**config.mk**
```make
export PLATFORM = sky130hd
export DESIGN_NAME = cannon_shot
export DESIGN_NICKNAME = d
export VERILOG_FILES = /design/src/rtl/cannon_shot.sv
export SDC_FILE = /design/constraint.sdc
export NUM_CORES = 1
export LEC_CHECK = 0
export CORE_MARGIN = 2
export CORE_UTILIZATION = 45
export DETAILED_ROUTE_END_ITERATION = 16
export PLACE_DENSITY = 0.72
export SETUP_SLACK_MARGIN = 0.2
export SLEW_MARGIN = 15
export SYNTH_ARGS = -nofsm -noshare
export SYNTH_HDL_FRONTEND = slang
export SYNTH_SLANG_ARGS = --single-unit
```
**constraint.sdc**
```tcl
create_clock -name clk -period 7.83 [get_ports clk]
set_clock_uncertainty 0.2 [all_clocks]
set_input_delay 1.566 -clock clk [delete_from_list [all_inputs] [get_ports clk]]
set_output_delay 1.566 -clock clk [all_outputs]
set_load 0.02 [all_outputs]
```
**src/rtl/cannon_shot.sv**
```systemverilog
// cannon_shot: projectile for a two-player artillery game.
// A shell is launched from the selected tank. It moves once per frame under
// gravity, and the flight ends when the shell hits the opposing tank or leaves
// the playfield.
//
// Ports:
//   clk, rst                 pixel clock, synchronous active-high reset
//   frame_tick               one-cycle pulse per frame (advances the shell)
//   fire, shooter            launch request and which player fires
//   power_x, power_y         unsigned horizontal / upward launch speed
//   player_x*/player_y*      tank top-left corners (tanks are 20x16)
//   alive_0, alive_1         player still has health
//   cannon_x, cannon_y       top-left of the 9x9 shell
//   active                   shell in flight
//   hit_0, hit_1, miss       one-cycle result pulses
module cannon_shot #(
  parameter int GRAVITY  = 1,
  parameter int GROUND_Y = 400,
  parameter int OBS_X0   = 300,
  parameter int OBS_X1   = 340,
  parameter int OBS_Y0   = 250,
  parameter int SCREEN_W = 640
) (
  input  logic       clk,
  input  logic       rst,
  input  logic       frame_tick,
  input  logic       fire,
  input  logic       shooter,
  input  logic [3:0] power_x,
  input  logic [3:0] power_y,
  input  logic [9:0] player_x0,
  input  logic [9:0] player_y0,
  input  logic [9:0] player_x1,
  input  logic [9:0] player_y1,
  input  logic       alive_0,
  input  logic       alive_1,
  output logic [9:0] cannon_x,
  output logic [9:0] cannon_y,
  output logic       active,
  output logic       hit_0,
  output logic       hit_1,
  output logic       miss
);

  localparam int unsigned CW = 11;

  localparam int SHELL     = 9;
  localparam int TANK_W    = 20;
  localparam int TANK_H    = 16;
  localparam int MUZZLE_DX = 5;
  localparam int TOP_LIMIT = -64;

  localparam logic [1:0] S_IDLE   = 2'd0;
  localparam logic [1:0] S_FLIGHT = 2'd1;
  localparam logic [1:0] S_DONE   = 2'd2;

  logic [1:0]           state, state_n;
  logic signed [CW-1:0] x, y, vx, vy;
  logic signed [CW-1:0] x_n, y_n, vx_n, vy_n;
  logic                 shot_by, shot_by_n;
  logic                 active_n, hit_0_n, hit_1_n, miss_n;

  // Position and velocity after one frame of motion.
  logic signed [CW-1:0] nx, ny, nvy;
  assign nx  = x + vx;
  assign ny  = y + vy;
  assign nvy = vy + CW'(GRAVITY);

  assign cannon_x = x[9:0];
  assign cannon_y = y[9:0];

  // Collision tests on the moved shell, evaluated in int to avoid wrap.
  int   sx, sy, ox, oy;
  logic opp_alive, tank_touch, obs_hit, gnd_hit, off_hit;
  logic hit_now, end_now;

  always_comb begin
    sx        = int'(nx);
    sy        = int'(ny);
    ox        = shot_by ? int'(player_x0) : int'(player_x1);
    oy        = shot_by ? int'(player_y0) : int'(player_y1);
    opp_alive = shot_by ? alive_0 : alive_1;
    // Touching the tank outline counts as a hit.
    tank_touch = (sx <= ox + TANK_W) && (ox <= sx + SHELL) &&
                 (sy <= oy + TANK_H) && (oy <= sy + SHELL);
    obs_hit    = (sx < OBS_X1) && (OBS_X0 < sx + SHELL) &&
                 (sy < GROUND_Y) && (OBS_Y0 < sy + SHELL);
    gnd_hit    = (sy + SHELL > GROUND_Y);
    off_hit    = (sx < 0) || (sx > SCREEN_W - SHELL) || (sy < TOP_LIMIT);
    // A dead opponent cannot be hit; the shot then ends as a miss.
    hit_now    = opp_alive && tank_touch;
    end_now    = hit_now || !opp_alive || obs_hit || gnd_hit || off_hit;
  end

  // Launch values taken from the selected shooter.
  logic                 shooter_alive;
  logic [9:0]           sel_x, sel_y;
  assign shooter_alive = shooter ? alive_1 : alive_0;
  assign sel_x         = shooter ? player_x1 : player_x0;
  assign sel_y         = shooter ? player_y1 : player_y0;

  // Next-state and next-output logic.
  always_comb begin
    state_n   = state;
    x_n       = x;
    y_n       = y;
    vx_n      = vx;
    vy_n      = vy;
    shot_by_n = shot_by;
    active_n  = active;
    hit_0_n   = 1'b0;
    hit_1_n   = 1'b0;
    miss_n    = 1'b0;
    case (state)
      S_IDLE: begin
        if (fire && shooter_alive) begin
          x_n       = $signed(CW'(sel_x)) + CW'(MUZZLE_DX);
          y_n       = $signed(CW'(sel_y)) - CW'(SHELL);
          vx_n      = shooter ? -$signed(CW'(power_x)) : $signed(CW'(power_x));
          vy_n      = -$signed(CW'(power_y));
          shot_by_n = shooter;
          active_n  = 1'b1;
          state_n   = S_FLIGHT;
        end
      end
      S_FLIGHT: begin
        if (frame_tick) begin
          x_n  = nx;
          y_n  = ny;
          vy_n = nvy;
          if (end_now) begin
            state_n  = S_DONE;
            active_n = 1'b0;
            if (hit_now) begin
              hit_0_n = shot_by;
              hit_1_n = !shot_by;
            end else begin
              miss_n = 1'b1;
            end
          end
        end
      end
      S_DONE: begin
        if (frame_tick) state_n = S_IDLE;
      end
      default: begin
        state_n  = S_IDLE;
        active_n = 1'b0;
      end
    endcase
  end

  // State and output registers.
  always_ff @(posedge clk) begin
    if (rst) begin
      state   <= S_IDLE;
      x       <= '0;
      y       <= '0;
      vx      <= '0;
      vy      <= '0;
      shot_by <= 1'b0;
      active  <= 1'b0;
      hit_0   <= 1'b0;
      hit_1   <= 1'b0;
      miss    <= 1'b0;
    end else begin
      state   <= state_n;
      x       <= x_n;
      y       <= y_n;
      vx      <= vx_n;
      vy      <= vy_n;
      shot_by <= shot_by_n;
      active  <= active_n;
      hit_0   <= hit_0_n;
      hit_1   <= hit_1_n;
      miss    <= miss_n;
    end
  end

endmodule

```
# ---- Yosys cells after proc, flatten, opt, wreduce, memory -nomap -nowiden
# Index checks and enable logic that the tools add are counted.
# W data, S select, Z words.
dict set report totals {
  elab_cells 94
  inputBits 55
  out_inout_bits 24
  register_bits 51
}
dict set report op_classes {
  eq_ne 6
  reduce_logical 24
  n_mux 26
  order_cmp 12
  addsub 11
  n_bitwise 5
}
# op n
set ops {}
lappend ops {{$mux W11} 7}
lappend ops {{$pmux W11 S2} 3}
lappend ops {{$le A11 B12 Y1} 4}
lappend ops {{$mux W10} 4}
lappend ops {{$add A11 B5 Y12 const B} 2}
lappend ops {{$add A10 B5 Y11 const B} 2}
lappend ops {{$add A11 B11 Y11} 2}
lappend ops {{$lt A11 B10 Y1 const B} 2}
lappend ops {{$neg A4 Y11} 2}
lappend ops {{$gt A12 B10 Y1 const B} 1}
lappend ops {{$lt A10 B12 Y1 const A} 1}
lappend ops {{$lt A9 B12 Y1 const A} 1}
lappend ops {{$add A10 B3 Y11 const B} 1}
lappend ops {{$add A11 B2 Y11 const B} 1}
lappend ops {{$gt A11 B11 Y1 const B} 1}
lappend ops {{$lt A11 B1 Y1 const B} 1}
lappend ops {{$lt A11 B7 Y1 const B} 1}
lappend ops {{$sub A10 B4 Y11 const B} 1}
lappend ops {{$logic_and A1 B1 Y1} 8}
lappend ops {{$mux W2} 4}
lappend ops {{$ne A2 B2 Y1 const B} 4}
lappend ops {{$reduce_and A4 Y1} 2}
lappend ops {{$logic_or A1 B1 Y1} 6}
lappend ops {{$mux W1} 6}
lappend ops {{other kinds (12)} 17}

# ---- Logic depth before layout (Yosys ltp)
dict set report depth {
  depth_word 14
  mapped_depth 20
  mapped_depth_nobuf 20
}

# ---- Worst setup path before layout
# Ideal clock, no wire load.
dict set report synth_path {
  kind {input -> register}
  start {in player_x0[3]}
  end {reg state[0]}
  path_stages 14
  slack_ns 3.276
  path_buffers 0
  setup_ns 0.096
  required_time_ns 7.534
  t_arrival_ns 4.259
  path_cell_list {mux2_2 -> ha_1 -> o211ai_1 -> o21ai_0 -> nand2_1 -> xnor2_1 -> ha_1 -> nand4_1 -> a221o_1 -> a211o_1 -> or4b_1 -> a32oi_1 -> or3b_1 -> o41ai_2}
}
dict set report synth_between {
  elab_chain_len 13
  elab_cells_between_ends 14
  cone_classes {1 x add/sub; 2 x order compare; 1 x eq/ne; 1 x mux; 9 x reduce/logical}
}
# element line
set synth_rtl {}
lappend synth_rtl {{start: declaration} 31} ;# input logic [9:0] player_x0,
lappend synth_rtl {{$mux W10 *} 80} ;# ox = shot_by ? int'(player_x0) : int'(player_x1);
lappend synth_rtl {{$add A10 B5 Y11} 84} ;# tank_touch = (sx <= ox + TANK_W) && (ox <= sx + SHELL) &&
lappend synth_rtl {{$le A11 B12 Y1} 84}
lappend synth_rtl {{$logic_and A1 B1 Y1 * (2 in a row)} 84}
lappend synth_rtl {{$logic_and A1 B1 Y1 *} 85} ;# (sy <= oy + TANK_H) && (oy <= sy + SHELL);
lappend synth_rtl {{$logic_and A1 B1 Y1 *} 91} ;# hit_now = opp_alive && tank_touch;
lappend synth_rtl {{$logic_or A1 B1 Y1 * (4 in a row)} 92} ;# end_now = hit_now || !opp_alive || obs_hit || gnd_hit || off_hit;
lappend synth_rtl {{$ne A2 B2 Y1 (no line) *} --}
lappend synth_rtl {{$reduce_and A4 Y1 (no line) *} --}
lappend synth_rtl {{end signal: assignment} 167} ;# state <= state_n;
lappend synth_rtl {{end: declaration} 57} ;# logic [1:0] state, state_n;
# Mark *: on every way between the ends. The rest lies on a longest branch, timed or not.
# A chain may end at the register's enable or synchronous reset.

# ---- Worst setup path in the final report
dict set report layout_path {
  start {in player_x1[3]}
  end {reg state[0]}
}
dict set report layout_between {
  elab_chain_len 13
  elab_cells_between_ends 14
  cone_classes {1 x add/sub; 2 x order compare; 1 x eq/ne; 1 x mux; 9 x reduce/logical}
}
# element line
set layout_rtl {}
lappend layout_rtl {{start: declaration} 33} ;# input logic [9:0] player_x1,
lappend layout_rtl {{$mux W10 *} 80}
lappend layout_rtl {{$add A10 B5 Y11} 84}
lappend layout_rtl {{$le A11 B12 Y1} 84}
lappend layout_rtl {{$logic_and A1 B1 Y1 * (2 in a row)} 84}
lappend layout_rtl {{$logic_and A1 B1 Y1 *} 85}
lappend layout_rtl {{$logic_and A1 B1 Y1 *} 91}
lappend layout_rtl {{$logic_or A1 B1 Y1 * (4 in a row)} 92}
lappend layout_rtl {{$ne A2 B2 Y1 (no line) *} --}
lappend layout_rtl {{$reduce_and A4 Y1 (no line) *} --}
# Marked as above.

==> flow_summary_export.csv <==
group,metric,value,unit
run_status,run_status,"finished, final reports clean",
pwr,power.clock.fraction,16.4,%
critical_path,critical_path_buf_inv_count,1,
synthesis,synth_area_per_cell,7.70,sq um
final_layout,n_antenna_cell,0,
timing,setup_total_negative_slack,0,ps
clock_network,ctsHtreeMaxLevel,2,
place,count_of_port_buffers_added_during_placement,78,
timing,timing.final.crit_share,65.0,%
detailed_routing,vias,6045,
global_routing,largest_net_degree_at_the_start_of_global_routing,51,
detailed_routing,detailed_router_iteration_count_before_antenna_repair,6,
floorplanning,floorplan.io_pins,79,
timing,final_period_minus_worst_setup_slack,5090,ps
worst_hold_path,holdCritPathClass,"flip-flop to flip-flop",
clock_network,cts_tree,"yes",
pwr,register_share_of_total_power,23.4,%
synthesis,ys_top_cells_by_area,"sky130_fd_sc_hd__dfxtp_1 (15%), sky130_fd_sc_hd__ha_1 (15%), sky130_fd_sc_hd__mux2i_1 (5.2%), sky130_fd_sc_hd__nand2_1 (4.5%), sky130_fd_sc_hd__xnor2_1 (4.4%)",
synthesis,synth.net_count,951,
pwr,irDropWorstVdd,0.0000828,V
floorplanning,start_util,45.8,%
place,dp_hpwl,13300,microns
clock_network,cts_hold_buf,0,
clock_network,cts_inserted_buffers,5,
critical_path,crit_family,"compound AO/OA/AOI/OAI gates",
floorplanning,design.die.area,0.0150,sq mm
final_layout,leading_cell_type_in_the_layout_fill_and_taps_excluded,"sky130_fd_sc_hd__clkdlybuf4s50_1",
critical_path,worstPathRequired,7830,ps
clock_network,buffers_inserted_during_post_cts_setup_optimization,0,
critical_path,slowest_stage,"sky130_fd_sc_hd__clkdlybuf4s50_1",
synthesis,synth_edf_count,0,
detailed_routing,route.detailed.vias_per_inst,5.80,
critical_path,endpoint_kind,"flip-flop",
pwr,power.switching_fraction,44.5,%
synthesis,synth_top_cell_area_share,14.9,%
critical_path,worstPathCellList,"clkdlybuf4s50_1 -> mux2_2 -> ha_1 -> o21ai_0 -> o21ai_0 -> nand2_1 -> xnor2_1 -> ha_1 -> nand4_1 -> a221o_1 -> a211o_1 -> or4b_1 -> a32oi_1 -> or3b_1 -> o41ai_2",
timing,finalMaxSlewViolations,0,
timing,final-setup-viol-count,0,
final_layout,num-fill-cells,1387,
timing,unrepaired_setup_endpoints_after_global_routing,"no",
critical_path,timing.critical_path.slowest_cell_delay,540,ps
pwr,share_comb_of_total_power,60.2,%
detailed_routing,detail-route-antenna-nets,0,
final_layout,net_count_of_the_finished_layout,992,
run,cap_viol_max_count,0,
synthesis,post_synth_design_cell_area,0.00631,sq mm
clock_network,path_clk_slew,70,ps
timing,fmax,197,MHz
timing,hold_viol_final,0,
critical_path,critPathMaxFanout,5,
synthesis,synthesis.instances,820,
synthesis,ys.warnings.count,0,
timing,worst_pin_slew,968,ps
final_layout,area_growth_syn_to_layout,14.6,%
detailed_routing,detail_route.wl_per_cell,16.3,microns
critical_path,timing_worst_setup_path_type,"primary input to flip-flop",
clock_network,cts.sink_count,47,
synthesis,ys_ff_latch,47,
final_layout,post_route_cells_drive_above_1_share,7.31,%
synthesis,async_reset_ff_share,0,%
critical_path,critPathArrivalTime,5080,ps
detailed_routing,drtIter0Drc,490,
clock_network,clk_latency,290,ps
global_routing,global_route.usage.total,23.0,%
global_routing,first_global_vias,5652,
floorplanning,core_area,0.0138,sq mm
timing,slew_headroom,35.5,%
floorplanning,chip_width,122,microns
synthesis,yosysTopAreaCell,"sky130_fd_sc_hd__dfxtp_1",
pwr,power.switching,0.567,mW
clock_network,clockRootBuffer,"sky130_fd_sc_hd__clkbuf_16",
floorplanning,rows,43,
pwr,power-per-cell-area,176,mW/mm^2
pwr,p_leak,2.95,nW
synthesis,seq_area_frac_synth,14.9,%
global_routing,globalRoute.totalOverflow,0,
detailed_routing,route.detailed.drc,0,
floorplanning,die_h,122,microns
final_layout,leading_cell_types_in_the_layout_fill_and_taps_excluded,"sky130_fd_sc_hd__clkdlybuf4s50_1 (76), sky130_fd_sc_hd__nand2_1 (75), sky130_fd_sc_hd__ha_1 (74), sky130_fd_sc_hd__nor2_1 (72), sky130_fd_sc_hd__a21oi_1 (54)",
place,gp_congestion,0.922,
synthesis,synth_cell_types,83,
pwr,p_int,0.708,mW
critical_path,cp-start-kind,"primary input",
global_routing,grt_pass1_wl,27900,microns
clock_network,cts-root-to-sink-buffers,2,
detailed_routing,wl,17000,microns
synthesis,synth_flop_cell,"sky130_fd_sc_hd__dfxtp_1",
clock_network,cts_resized,0,
global_routing,grt_antenna_before_repair,0,
timing,hold_ws,291,ps
-- sequential cells by signal (all words and copies together), names as in the netlist --
name	flops
shot_by	1
vx	7
y	11
x	11
miss	1
hit_1	1
active	1
state	2
vy	11
hit_0	1
-- cell families (layout without fill, tap and decap cells) --
kind of cell / Yosys count / count (layout) / share of synthesized area (%)
mux: 44 / 44 / 7.19
simple gates: 275 / 275 / 21.5
buf+inv: 100 / 142 / 7.17
compound gates: 224 / 224 / 25.8
flops: 47 / 47 / 14.9
xor+xnor: 54 / 54 / 8.09
fa+ha+maj: 76 / 76 / 15.3
-- Yosys cell counts (all sizes together) (3+ instances only) --
cell type	number
mux2i	33
xnor2	36
xor2	18
clkbuf	27
o21ai	34
nand4	9
ha	74
inv	48
nor2b	12
nor2	72
a311oi	10
o211ai	19
nand3b	4
or3b	3
or3	6
a31oi	12
nor4	5
a211o	4
or2	4
a21oi	56
o2111ai	7
dfxtp	47
o21a	5
and4	3
mux2	11
nand2b	11
a211oi	20
nand2	76
and2	7
a32oi	3
buf	25
nor3	25
o31ai	4
nand3	20
and3	9
a32o	3
o22ai	7
a21o	14
-- final timing paths --
| check | slack [ps] | startpoint | end | depth (start not counted) |
|---|---|---|---|---|
| worst min-delay path | 290 | y[3]$_SDFFE_PP0P_ | y[3]$_SDFFE_PP0P_ | 2 |
| worst min register to register | 290 | y[3]$_SDFFE_PP0P_ | y[3]$_SDFFE_PP0P_ | 2 |
| worst max-delay path | 2740 | player_x1[3] | state[0]$_SDFFE_PP0P_ | 15 |
| worst max register to register | 2810 | vy[0]$_SDFFE_PP0P_ | state[0]$_SDFFE_PP0P_ | 18 |
-- metrics by stage --
| step | utilization [%] | power (mW) | cell area, sq um | setup slack [ps] | cells |
|---|---|---|---|---|---|
| after floorplan | - | 0.866 | 6310 | 3280 | 820 |
| final | 52.5 | 1.27 | 7240 | 2740 | 1042 |
| after global placement | 51.5 | 1.05 | 7100 | 2590 | 1034 |
| after CTS | 52.5 | 1.27 | 7240 | 2770 | 1042 |
| after detailed placement | 51.5 | 1.06 | 7100 | 2480 | 1034 |
| after global routing | 52.5 | 1.38 | 7240 | 2360 | 1042 |
-- layer usage --
| layer | routed length (microns) | GRT usage, % | vias up |
|---|---|---|---|
| li1 | - | - | 3069 |
| met1 | 8530 | 34.4 | 2776 |
| met2 | 7200 | 34.7 | 183 |
| met3 | 1070 | 3.39 | 17 |
| met4 | 181 | 5.32 | 0 |
| met5 | 0 | 0 | - |
-- power by group through the flow --
stage | Sequential (mW) | Clock [mW] | Combinational (mW)
floorplan | 0.295 | 0 | 0.571
global placement | 0.303 | 0 | 0.745
detailed placement | 0.304 | 0 | 0.754
CTS | 0.298 | 0.215 | 0.760
global route | 0.303 | 0.224 | 0.850
finish | 0.298 | 0.209 | 0.767
-- worst register-to-register path, stage by stage (launching register included) --
cell and delay (ps):
sky130_fd_sc_hd__dfxtp_1 450, sky130_fd_sc_hd__ha_1 260, sky130_fd_sc_hd__inv_1 70, sky130_fd_sc_hd__fa_1 420
sky130_fd_sc_hd__xnor2_2 340, sky130_fd_sc_hd__nand3_1 190, sky130_fd_sc_hd__a21bo_1 280, sky130_fd_sc_hd__nand2_2 140
sky130_fd_sc_hd__nor4b_4 370, sky130_fd_sc_hd__xnor2_1 120, sky130_fd_sc_hd__ha_1 320, sky130_fd_sc_hd__nand2_1 70
sky130_fd_sc_hd__or2_2 320, sky130_fd_sc_hd__o21ai_0 230, sky130_fd_sc_hd__o22ai_1 150, sky130_fd_sc_hd__o2111ai_1 270
sky130_fd_sc_hd__a32oi_1 80, sky130_fd_sc_hd__or3b_1 430, sky130_fd_sc_hd__o41ai_2 220
-- final cells by class --
class	count	area [sq um]	area share, %
clock inverters	1	5.00	0.0692
multi-input cells	673	4920	68.0
flip-flops and latches	47	941	13.0
well taps	180	225	3.11
repair buffers	86	831	11.5
clock buffers	7	133	1.83
inverters	48	180	2.49
Power figures use the tool's default switching activity.
